--- config.mk ---
export PLATFORM = sky130hd
export DESIGN_NAME = mem_arbiter
export DESIGN_NICKNAME = d
export VERILOG_FILES = /design/src/rtl/mem_arbiter.sv
export SDC_FILE = /design/constraint.sdc
export NUM_CORES = 1
export LEC_CHECK = 0
export CAP_MARGIN = 20
export CORE_AREA = 2 2 287 289
export DETAILED_ROUTE_END_ITERATION = 8
export DIE_AREA = 0 0 289 291
export GPL_ROUTABILITY_DRIVEN = 0
export GPL_TIMING_DRIVEN = 1
export SLEW_MARGIN = 20
export SYNTH_ARGS = -nofsm -noshare
export SYNTH_HDL_FRONTEND = slang
export SYNTH_SLANG_ARGS = --single-unit
--- constraint.sdc ---
create_clock -name clk -period 2.55 [get_ports clk]
set_input_delay 0.6375 -clock clk [delete_from_list [all_inputs] [get_ports clk]]
set_output_delay 0.6375 -clock clk [all_outputs]
set_load 0.1 [all_outputs]
--- src/rtl/mem_arbiter.sv ---
// Two-master Wishbone arbiter: the I-cache and D-cache line ports share one memory port.
// A grant is taken from IDLE, held until the line ACK or an abort, and always passes back through IDLE.
module mem_arbiter #(
  parameter int          ROUND_ROBIN    = 1,
  parameter int unsigned TIMEOUT_CYCLES = 1024
) (
  input  logic         clk,
  input  logic         rst_n,
  // I-cache master
  input  logic         i_cyc,
  input  logic         i_stb,
  input  logic         i_we,
  input  logic [11:0]  i_adr,
  input  logic [127:0] i_dat_m,
  input  logic [15:0]  i_sel,
  output logic         i_ack,
  // D-cache master
  input  logic         d_cyc,
  input  logic         d_stb,
  input  logic         d_we,
  input  logic [11:0]  d_adr,
  input  logic [127:0] d_dat_m,
  input  logic [15:0]  d_sel,
  output logic         d_ack,
  // shared read data back to both masters
  output logic [127:0] dat_s,
  // memory slave
  output logic         m_cyc,
  output logic         m_stb,
  output logic         m_we,
  output logic [11:0]  m_adr,
  output logic [127:0] m_dat_m,
  output logic [15:0]  m_sel,
  input  logic         m_ack,
  input  logic [127:0] m_dat_s,
  // status
  output logic         grant_i,
  output logic         grant_d,
  output logic         timeout_err
);

  typedef enum logic [1:0] {IDLE, GNT_I, GNT_D} state_t;

  localparam bit WD_EN = (TIMEOUT_CYCLES != 0);
  localparam int WW    = (TIMEOUT_CYCLES > 2) ? $clog2(TIMEOUT_CYCLES) : 1;
  localparam logic [WW-1:0] WD_LIMIT = WW'((TIMEOUT_CYCLES == 0) ? 0 : TIMEOUT_CYCLES - 1);

  state_t        r_state;
  logic          r_grant_i;
  logic          r_grant_d;
  logic          r_last_d;
  logic          r_timeout_err;
  logic [WW-1:0] r_wdog;

  logic w_req_i;
  logic w_req_d;
  logic w_pick_i;
  logic w_owner_cyc;

  assign w_req_i = i_cyc & i_stb;
  assign w_req_d = d_cyc & d_stb;
  // On contention, round-robin hands the port to whoever did not complete last; otherwise D wins.
  assign w_pick_i    = w_req_i & (~w_req_d | ((ROUND_ROBIN != 0) & r_last_d));
  assign w_owner_cyc = r_grant_i ? i_cyc : d_cyc;

  // NOTE: state and its registered outputs share one always_ff with non-blocking
  // assignments only, so every flop samples the same pre-edge values.
  always_ff @(posedge clk or negedge rst_n) begin
    if (!rst_n) begin
      r_state       <= IDLE;
      r_grant_i     <= 1'b0;
      r_grant_d     <= 1'b0;
      r_last_d      <= 1'b1;
      r_wdog        <= '0;
      r_timeout_err <= 1'b0;
    end else begin
      case (r_state)
        IDLE: begin
          r_wdog <= '0;
          if (w_pick_i) begin
            r_state   <= GNT_I;
            r_grant_i <= 1'b1;
          end else if (w_req_d) begin
            r_state   <= GNT_D;
            r_grant_d <= 1'b1;
          end
        end
        GNT_I, GNT_D: begin
          if (m_ack) begin
            // Completion wins over a same-cycle drop of CYC.
            r_state   <= IDLE;
            r_grant_i <= 1'b0;
            r_grant_d <= 1'b0;
            r_last_d  <= (r_state == GNT_D);
            r_wdog    <= '0;
          end else begin
            if (r_wdog != '1) r_wdog <= r_wdog + 1'b1;
            if (WD_EN && (r_wdog == WD_LIMIT)) r_timeout_err <= 1'b1;
            if (!w_owner_cyc) begin
              r_state   <= IDLE;
              r_grant_i <= 1'b0;
              r_grant_d <= 1'b0;
            end
          end
        end
        default: begin
          r_state   <= IDLE;
          r_grant_i <= 1'b0;
          r_grant_d <= 1'b0;
        end
      endcase
    end
  end

  // NOTE: every output of this block gets a default first, so no path infers a latch.
  always_comb begin
    m_cyc   = 1'b0;
    m_stb   = 1'b0;
    m_we    = 1'b0;
    m_adr   = '0;
    m_dat_m = '0;
    m_sel   = '0;
    if (r_grant_i) begin
      m_cyc   = i_cyc;
      m_stb   = i_stb;
      m_we    = i_we;
      m_adr   = i_adr;
      m_dat_m = i_dat_m;
      m_sel   = i_sel;
    end else if (r_grant_d) begin
      m_cyc   = d_cyc;
      m_stb   = d_stb;
      m_we    = d_we;
      m_adr   = d_adr;
      m_dat_m = d_dat_m;
      m_sel   = d_sel;
    end
  end

  assign i_ack       = m_ack & r_grant_i;
  assign d_ack       = m_ack & r_grant_d;
  assign dat_s       = m_dat_s;
  assign grant_i     = r_grant_i;
  assign grant_d     = r_grant_d;
  assign timeout_err = r_timeout_err;

endmodule

==> impl_results.md, run 1 <==
- Area after DPL: 10,600 um^2
- DR iter-0 viols: 151
- Final count of negative-setup-slack endpoints: 0
- Overall Global Routing Usage: 0.113
- Final ANT Viol Nets: 0
- Final worst slack: 108 ps
- RSZ-0062 raised after global routing: no
- Clock slew at reported path FFs: 50 ps
- Commonest non-fill, non-tap cell in the layout: clkdlybuf4s50_1
- Final Slew Violations: 0
- Via density: 2.67
- Area of the multi-input gates: 2130 um^2
- Setup Crit Path Kind: register to primary output
- HPWL Detailed: 47,900 um
- GR Overflow Total: 0
- Dominant cell type by area after synthesis: a22o_1
- Period minus WS final: 2440 ps
- Clock Latency Late Sink: 240 ps
- Vias: 4,934
- WP data arrival: 1800 ps
- Placement row count: 105
- Status: complete, no violations
- Startpoint class of the critical path: register
- CTS buffer count: 3
- CP endpoint kind: primary output
- DRC: 0
- Sinks on Clock Net: 16
- Global-route wire length before repair: 59,500 um
- Largest net degree at the start of global routing: 63
- Root Driver: clkbuf_16
- Die ar.: 84,100 um^2
- Asr flop ratio synth: 1.00
- Buffers on Ports: 484
- Area growth syn-to-layout: 208%
- Yosys top cell area share: 0.397
- Die Width: 289 um
- Fill cell count: 9,210
- Nets@finish: 1,225
- Worst min-delay path class: register to register
- CTS max path bufs: 2
- Yosys warning count: 0
- Fin Hold WS: 490 ps
- Reg2reg end: r_state[0]
- Setup Total Neg Slack: 0 ps
- FF/Latch Area: 407 um^2
- Initial Utilization: 0.0427
- CTS H-Tree Depth: 1
- Setup WS pre-CTS: -85.3 ps
- Ports: 741
- Syn nets: 878
- Max_cap viols: 0
- R2R setup slack: 800 ps
- Endpoints failing hold: 0
- Worst-Margin Slew: 769 ps
- Worst Path Required: 1910 ps
- Critical path destination: m_dat_m[104]
- Sequential element share of the synthesized area: 0.116
- Mapped Area: 3470 um^2
- Distinct cell type count after synthesis: 40
- Top post-synthesis cells by area: a22o_1 (40%), buf_4 (28%), dfrtp_1 (11%)
- Core area: 81,200 um^2
- Aggregate routed wire length: 50,300 um
- Hold bufs inserted after CTS: 0
- Clock tree from TritonCTS: built
- Reg2Reg Depth: 5
- CP Max Fanout: 30
- Mean area per synthesized cell: 8.14 um^2
- Post-synth EDFFs: 0
- Max_slew headroom: 0.486
- Commonest cells after routing, fill and taps aside: clkdlybuf4s50_1 (319), buf_12 (166), a22o_2 (156)
- Syn Inst Count: 426
- FF+latch count, synth: 16
- Worst hold stages: 1
- Fmax: 0.410 GHz
- Initial antenna violation count: 14
- Critical Path Source: grant_i
- # Post-CTS Setup Buffers: 0
- Final Cell Area: 10,700 um^2
- Clock skew: 1.24 ps
- Layout cells sized above 1: 0.470
- Wire per inst: 27.2 um
- Vias in the first global route: 4,959
- Most common flop cell mapped by yosys: dfrtp_1
- Die height: 291 um
- Fin crit share: 0.958
- Critical R2R Launch: grant_i
- Drt first pass iters: 4
[synthesized netlist by cell type (2+ instances only)]
cell type	count
a21o_1	3
a21oi_1	4
a22o_1	157
a31oi_1	4
and2_1	3
and3_1	3
and4_1	2
buf_2	18
buf_4	131
clkbuf_1	16
dfrtp_1	15
ha_1	3
inv_1	4
nand2_1	15
nand2b_1	2
nand3_1	5
nor2_1	5
o21ai_0	13
o22a_1	2
[cell families after synthesis]
group | after synthesis | share of synthesized area
adders and majority gates | 3 | 0.0108
AOI/OAI and AO/OA | 191 | 0.464
xor gates and xnor gates | 1 | 0.00253
and+or+nand+nor | 42 | 0.0617
muxes | 3 | 0.0105
buffers and inverters | 170 | 0.335
DFF | 16 | 0.116
[sequential cells by signal, indices dropped and copies added, names as in the netlist]
signal and count:
r_last_d 1, grant_i 1, r_wdog 10, r_state 2, timeout_err 1, grant_d 1
[worst min-delay path by stage]
stage / from / end / slack (ps)
after detailed placement: timeout_err / timeout_err / 480
final: timeout_err / timeout_err / 490
after global placement: timeout_err / timeout_err / 480
after floorplan: rst_n / grant_d / 340
after global routing: timeout_err / timeout_err / 510
after CTS: timeout_err / timeout_err / 500
[worst max-delay path, cell delays in order (launching register included)]
cell	delay, ps
dfrtp_4	510
nor2_4	180
buf_12	210
buf_4	200
a22o_2	210
buf_12	190
[repair_timing]
item,4_1_cts,5_1_grt
gates resized for setup,2,1
pin swaps,1,0
endpoints found under the hold margin,0,0
gates cloned,0,0
setup endpoints to repair,1,1
[layer usage]
metal	GRT usage	up-vias	share of wire
li1	-	2193	-
met1	0.107	2175	0.32
met2	0.195	538	0.48
met3	0.0932	20	0.20
met4	0.00704	8	0.0057
met5	0	-	0.0010
[area by class of cell]
cell class / instances / area share
antenna: 6 / 0.00140
clock buffer: 4 / 0.00831
inverter: 4 / 0.00140
multi-input combinational: 240 / 0.199
tap: 1070 / 0.125
timing repair buffer: 508 / 0.626
sequential: 16 / 0.0380
[per-stage QoR]
step                 util  cells
global route        0.131   1842
detailed placement  0.130   1838
finish              0.132   1848
CTS                 0.131   1842
global placement    0.130   1838
floorplan               -    426
Power of run 1 is left out: the tool's default activity adds up to more than one toggle a clock period on the data nets, which glitch-free logic cannot reach.
==> run 2: changes to the inputs <==
CTS_BUF_LIST = sky130_fd_sc_hd__clkbuf_8   (was unset)
clock period = 2.99 ns   (was 2.55 ns; I/O delays follow)
==> run 2 against run 1 <==
First-iteration DRC count is 2.6% lower. Wire length is 3.4% lower. Critical path depth is 1 lower. Clock skew hardly changed. Count of clock-buffer cells in the layout is 1 lower. Core utilization is 0.21 points lower. Worst hold slack better by 7.9 ps. Sequential share of layout area is 0.051 points higher. Non-clock buffer count is 12 lower.
==> impl_results.md, run 2 (synthesized netlist as in run 1, its figures left out) <==
- Setup Crit Path Kind: input port to primary output (was register to primary output)
- Final ANT Viol Nets: 0 (unchanged)
- Startpoint class of the critical path: input port (was register)
- Clock Latency Late Sink: 250 ps (was 240 ps)
- GR Overflow Total: 0 (unchanged)
- Die Width: 289 um (unchanged)
- Die ar.: 84,100 um^2 (unchanged)
- # resized after CTS: 0 (was 2)
- Commonest non-fill, non-tap cell in the layout: clkdlybuf4s50_1 (unchanged)
- Regs by FF count: r_wdog (10), r_state (2) (unchanged)
- DR iter-0 viols: 147 (was 151)
- DRC: 0 (unchanged)
- Die height: 291 um (unchanged)
- Period minus WS final: 2770 ps
- Global-route wire length before repair: 57,800 um (was 59,500 um)
- Worst min-delay path class: register to register (unchanged)
- Sinks on Clock Net: 16 (unchanged)
- Layout Utilization: 0.130 (was 0.132)
- Final Slew Violations: 0 (unchanged)
- Via density: 2.68 (was 2.67)
- CTS buffer count: 3 (unchanged)
- CP Max Fanout: 3 (was 30)
- Wire per inst: 26.6 um (was 27.2 um)
- Drt first pass iters: 4 (unchanged)
- Fin crit share: 0.925
- Max_cap viols: 0 (unchanged)
- Max_slew headroom: 0.498 (was 0.486)
- Hold bufs inserted after CTS: 0 (unchanged)
- Commonest cells after routing, fill and taps aside: clkdlybuf4s50_1 (320), buf_12 (166), a22o_2 (155) (was clkdlybuf4s50_1 (319), buf_12 (166), a22o_2 (156))
- CP endpoint kind: primary output (unchanged)
- Final count of negative-setup-slack endpoints: 0 (unchanged)
- Area growth syn-to-layout: 203% (was 208%)
- Endpoints failing hold: 0 (unchanged)
- Worst-Margin Slew: 751 ps (was 769 ps)
- Fmax: 0.361 GHz
- Root Driver: clkbuf_8 (was clkbuf_16)
- RSZ-0062 raised after global routing: no (unchanged)
- Clock slew at reported path FFs: 60 ps (was 50 ps)
- Worst Path Required: 2240 ps (was 1910 ps)
- Initial antenna violation count: 10 (was 14)
- Overall Global Routing Usage: 0.109 (was 0.113)
- Max FFs per register: 10 (unchanged)
- Vias in the first global route: 4,964 (was 4,959)
- Layout cells sized above 1: 0.455 (was 0.470)
- Ports: 741 (unchanged)
- CTS max path bufs: 2 (unchanged)
- Largest net degree at the start of global routing: 96 (was 63)
- CTS H-Tree Depth: 1 (unchanged)
- Core area: 81,200 um^2 (unchanged)
- Placement row count: 105 (unchanged)
- # Post-CTS Setup Buffers: 0 (unchanged)
- Nets@finish: 1,213 (was 1,225)
- Buffers on Ports: 484 (unchanged)
- Clock tree from TritonCTS: built (unchanged)
- Fill cell count: 9,221 (was 9,210)
- Largest Register: r_wdog (unchanged)
- WP data arrival: 2020 ps (was 1800 ps)
- Aggregate routed wire length: 48,600 um (was 50,300 um)
- Clock skew: 1.24 ps (about the same)
- Vias: 4,913 (was 4,934)
- HPWL Detailed: 46,100 um (was 47,900 um)
- Status: complete, no violations (unchanged)
- Initial Utilization: 0.0427 (unchanged)
## run 2: per-layer routing
| layer | GRT usage | part of all wire | vias to the layer above |
|---|---|---|---|
| li1 | - | - | 2161 |
| met1 | 0.102 | 0.31 | 2160 |
| met2 | 0.188 | 0.48 | 570 |
| met3 | 0.0977 | 0.21 | 14 |
| met4 | 0.00151 | 0.0014 | 8 |
| met5 | 0 | 0.0010 | - |
## run 2: path summary, 6_finish.rpt
path,from,endpoint,slack (ps),cells after the start
worst max-delay path,d_cyc,m_cyc,220,4
worst min-delay path,timeout_err,timeout_err,500,1
worst max register to register,r_state[0],r_wdog[8],1170,6
worst min register to register,timeout_err,timeout_err,500,1
max in group asynchronous,rst_n,grant_i,1500,1
min in group asynchronous,rst_n,r_wdog[0],940,1
## run 2: worst max-delay path: stages
cell and delay (ps):
clkdlybuf4s50_1 520, or2b_1 280, o21ai_2 250, buf_12 210
## run 2: layout make-up
type,instances,area [um^2],area share
antenna,1,2.50,0.000238
clock buffer,3,41.3,0.00393
clock inverter,1,3.75,0.000357
inverter,4,15.0,0.00143
multi-input combinational,240,2110,0.200
sequential,16,405,0.0385
tap,1070,1340,0.127
timing repair buffer,496,6600,0.628
## run 2: per-stage QoR
stage / setup WS (ps) / std cells / hold slack, ps / area (um^2) / setup TNS [ps]
global route: 185 / 1830 / 516 / 10500 / 0
floorplan: -508 / 426 / 452 / 3660 / -1030
detailed placement: 197 / 1826 / 494 / 10500 / 0
global placement: 209 / 1826 / 464 / 10500 / 0
CTS: 197 / 1830 / 512 / 10500 / 0
finish: 224 / 1831 / 498 / 10500 / 0
Power of run 2 is left out for the same reason.
==> run 3: changes to the inputs <==
==> constraint.sdc (replaced) <==
create_clock -name clk -period 2.99 [get_ports clk]
set_input_delay 0.7475 -clock clk [delete_from_list [all_inputs] [get_ports clk]]
set_output_delay 0.7475 -clock clk [all_outputs]
set_load 0.01 [all_outputs]
==> run 3 against run 2 <==
Final area decreased by 14%. Wire length increased by 9.4%. Die area unchanged.
==> impl_results.md, run 3 (synthesized netlist as in run 1, its figures left out) <==
- Pleak: 3.20 nW
- R2R setup slack: 1130 ps (was 1170 ps)
- CP most frequent cell: buf_12
- CTS max path bufs: 2 (unchanged)
- Ports: 741 (unchanged)
- Final worst slack: 46.9 ps (was 224 ps)
- Fin Hold WS: 478 ps (was 498 ps)
- Fmax: 0.340 GHz (was 0.361 GHz)
- CTS buffer count: 3 (unchanged)
- Max_slew headroom: 0.478 (was 0.498)
- VDD IR max: 0.547 mV
- CP endpoint kind: primary output (unchanged)
- Final Slew Violations: 0 (unchanged)
- Max FFs per register: 10 (unchanged)
- Status: complete, no violations (unchanged)
- Crit-path cells: buf_12 > buf_12 > a22o_1 > clkdlybuf4s50_1 (was clkdlybuf4s50_1 > or2b_1 > o21ai_2 > buf_12)
- Worst Path Required: 2240 ps (about the same)
- Die height: 291 um (unchanged)
- Met2 usage: 0.207 (was 0.188)
- DRC: 0 (unchanged)
- Initial Utilization: 0.0427 (unchanged)
- PwrDens: 860 nW/um^2
- Commonest cells after routing, fill and taps aside: clkdlybuf4s50_1 (440), a22o_1 (154), buf_12 (32) (was clkdlybuf4s50_1 (320), buf_12 (166), a22o_2 (155))
- Final count of negative-setup-slack endpoints: 0 (unchanged)
- Vias in the first global route: 4,766 (was 4,964)
- Final ANT Viol Nets: 0 (unchanged)
- Buffers on Ports: 484 (unchanged)
- Clock Latency Late Sink: 250 ps (about the same)
- Setup Crit Path Kind: register to primary output (was input port to primary output)
- Crit-path max cell delay: 620 ps (was 520 ps)
- Vias: 5,021 (was 4,913)
- Worst-Margin Slew: 780 ps (was 751 ps)
- Wire per inst: 29.0 um (was 26.6 um)
- Initial antenna violation count: 42 (was 10)
- Sinks on Clock Net: 16 (unchanged)
- Regs by FF count: r_wdog (10), r_state (2) (unchanged)
- CTS H-Tree Depth: 1 (unchanged)
- Endpoints failing hold: 0 (unchanged)
- Drt first pass iters: 4 (unchanged)
- Overall Global Routing Usage: 0.118 (was 0.109)
- GR met1 Demand/Resource: 0.103 (was 0.102)
- Routing usage on met3: 0.109 (was 0.0977)
- CP Buf/Inv Count: 3 (was 2)
- Family with the most delay on the worst path: buffers and inverters (unchanged)
- Slowest CP cell: clkdlybuf4s50_1 (unchanged)
- CP Max Fanout: 71 (was 3)
- Clock tree from TritonCTS: built (unchanged)
- Worst min-delay path class: register to register (unchanged)
- Global-route wire length before repair: 60,700 um (was 57,800 um)
- HPWL Detailed: 49,500 um (was 46,100 um)
- Top Usage Layer GRT: met2 (unchanged)
- DR iter-0 viols: 147 (unchanged)
- Largest net degree at the start of global routing: 71 (was 96)
- Aggregate routed wire length: 53,200 um (was 48,600 um)
- Core area: 81,200 um^2 (unchanged)
- Clock skew: 1.19 ps (was 1.24 ps)
- Hold bufs inserted after CTS: 0 (unchanged)
- Fin crit share: 0.984 (was 0.925)
- Largest Register: r_wdog (unchanged)
- Max_cap viols: 0 (unchanged)
- Startpoint class of the critical path: register (was input port)
- Die ar.: 84,100 um^2 (unchanged)
- Placement row count: 105 (unchanged)
- Nets@finish: 1,215 (was 1,213)
- Period minus WS final: 2940 ps (was 2770 ps)
- Commonest non-fill, non-tap cell in the layout: clkdlybuf4s50_1 (unchanged)
- Setup WS pre-CTS: 56.2 ps (was 197 ps)
- WP data arrival: 2200 ps (was 2020 ps)
- GR Overflow Total: 0 (unchanged)
- Area growth syn-to-layout: 160% (was 203%)
- Via density: 2.73 (was 2.68)
- Clock slew at reported path FFs: 70 ps (was 60 ps)
- Root Driver: clkbuf_8 (unchanged)
- Die Width: 289 um (unchanged)
- Layout cells sized above 1: 0.0958 (was 0.455)
-- run 3: timing repair --
item | 4_1_cts | 5_1_grt
gates cloned | 0 | 1
resized for setup | 1 | 4
pin swaps | 0 | 1
setup endpoints to repair | 4 | 20
buffers inserted | 0 | 1
-- run 3: routing by layer --
layer / wire length [um] / part of all wire
met1: 15900 / 0.30
met2: 25800 / 0.49
met3: 10900 / 0.21
met4: 228 / 0.0043
met5: 276 / 0.0052
-- run 3: layout make-up --
| type | count | area [um^2] |
|---|---|---|
| fillers | 9397 | 72200 |
| repair buffers | 498 | 5270 |
| multi-input cells | 240 | 1910 |
| well taps | 1070 | 1340 |
| flip-flops and latches | 16 | 405 |
| clock buffers | 3 | 41.3 |
| inverters | 4 | 15.0 |
| diodes | 5 | 12.5 |
| clock inverters | 1 | 3.75 |
-- run 3: metrics by stage --
stage / area [um^2] / util / std cells / total power, mW / TNS (ps)
2_1_floorplan: 3470 / - / 426 / 3.07 / 0
3_3_place_gp: 8900 / 0.110 / 1826 / 7.66 / 0
3_5_place_dp: 8900 / 0.110 / 1826 / 7.68 / 0
4_1_cts: 8940 / 0.110 / 1830 / 7.87 / 0
5_1_grt: 8990 / 0.111 / 1833 / 8.25 / -4.63
6_report: 9000 / 0.111 / 1837 / 7.74 / 0
-- run 3: where the power goes --
group	total [mW]	switching (mW)	leakage, nW	internal (mW)
clock network	0.172	0.0804	0.0269	0.0913
registers	0.317	0.0440	0.212	0.273
logic	7.25	3.56	2.96	3.69
-- run 3: final timing paths --
path	from	endpoint	depth (start not counted)
worst max-delay path	grant_i	m_dat_m[51]	4
worst max register to register	grant_i	r_state[0]	6
worst min-delay path	timeout_err	timeout_err	1
min in group asynchronous	rst_n	r_wdog[2]	1
worst min register to register	timeout_err	timeout_err	1
max in group asynchronous	rst_n	grant_i	1
Note: power is estimated with default switching activity, not from simulation.
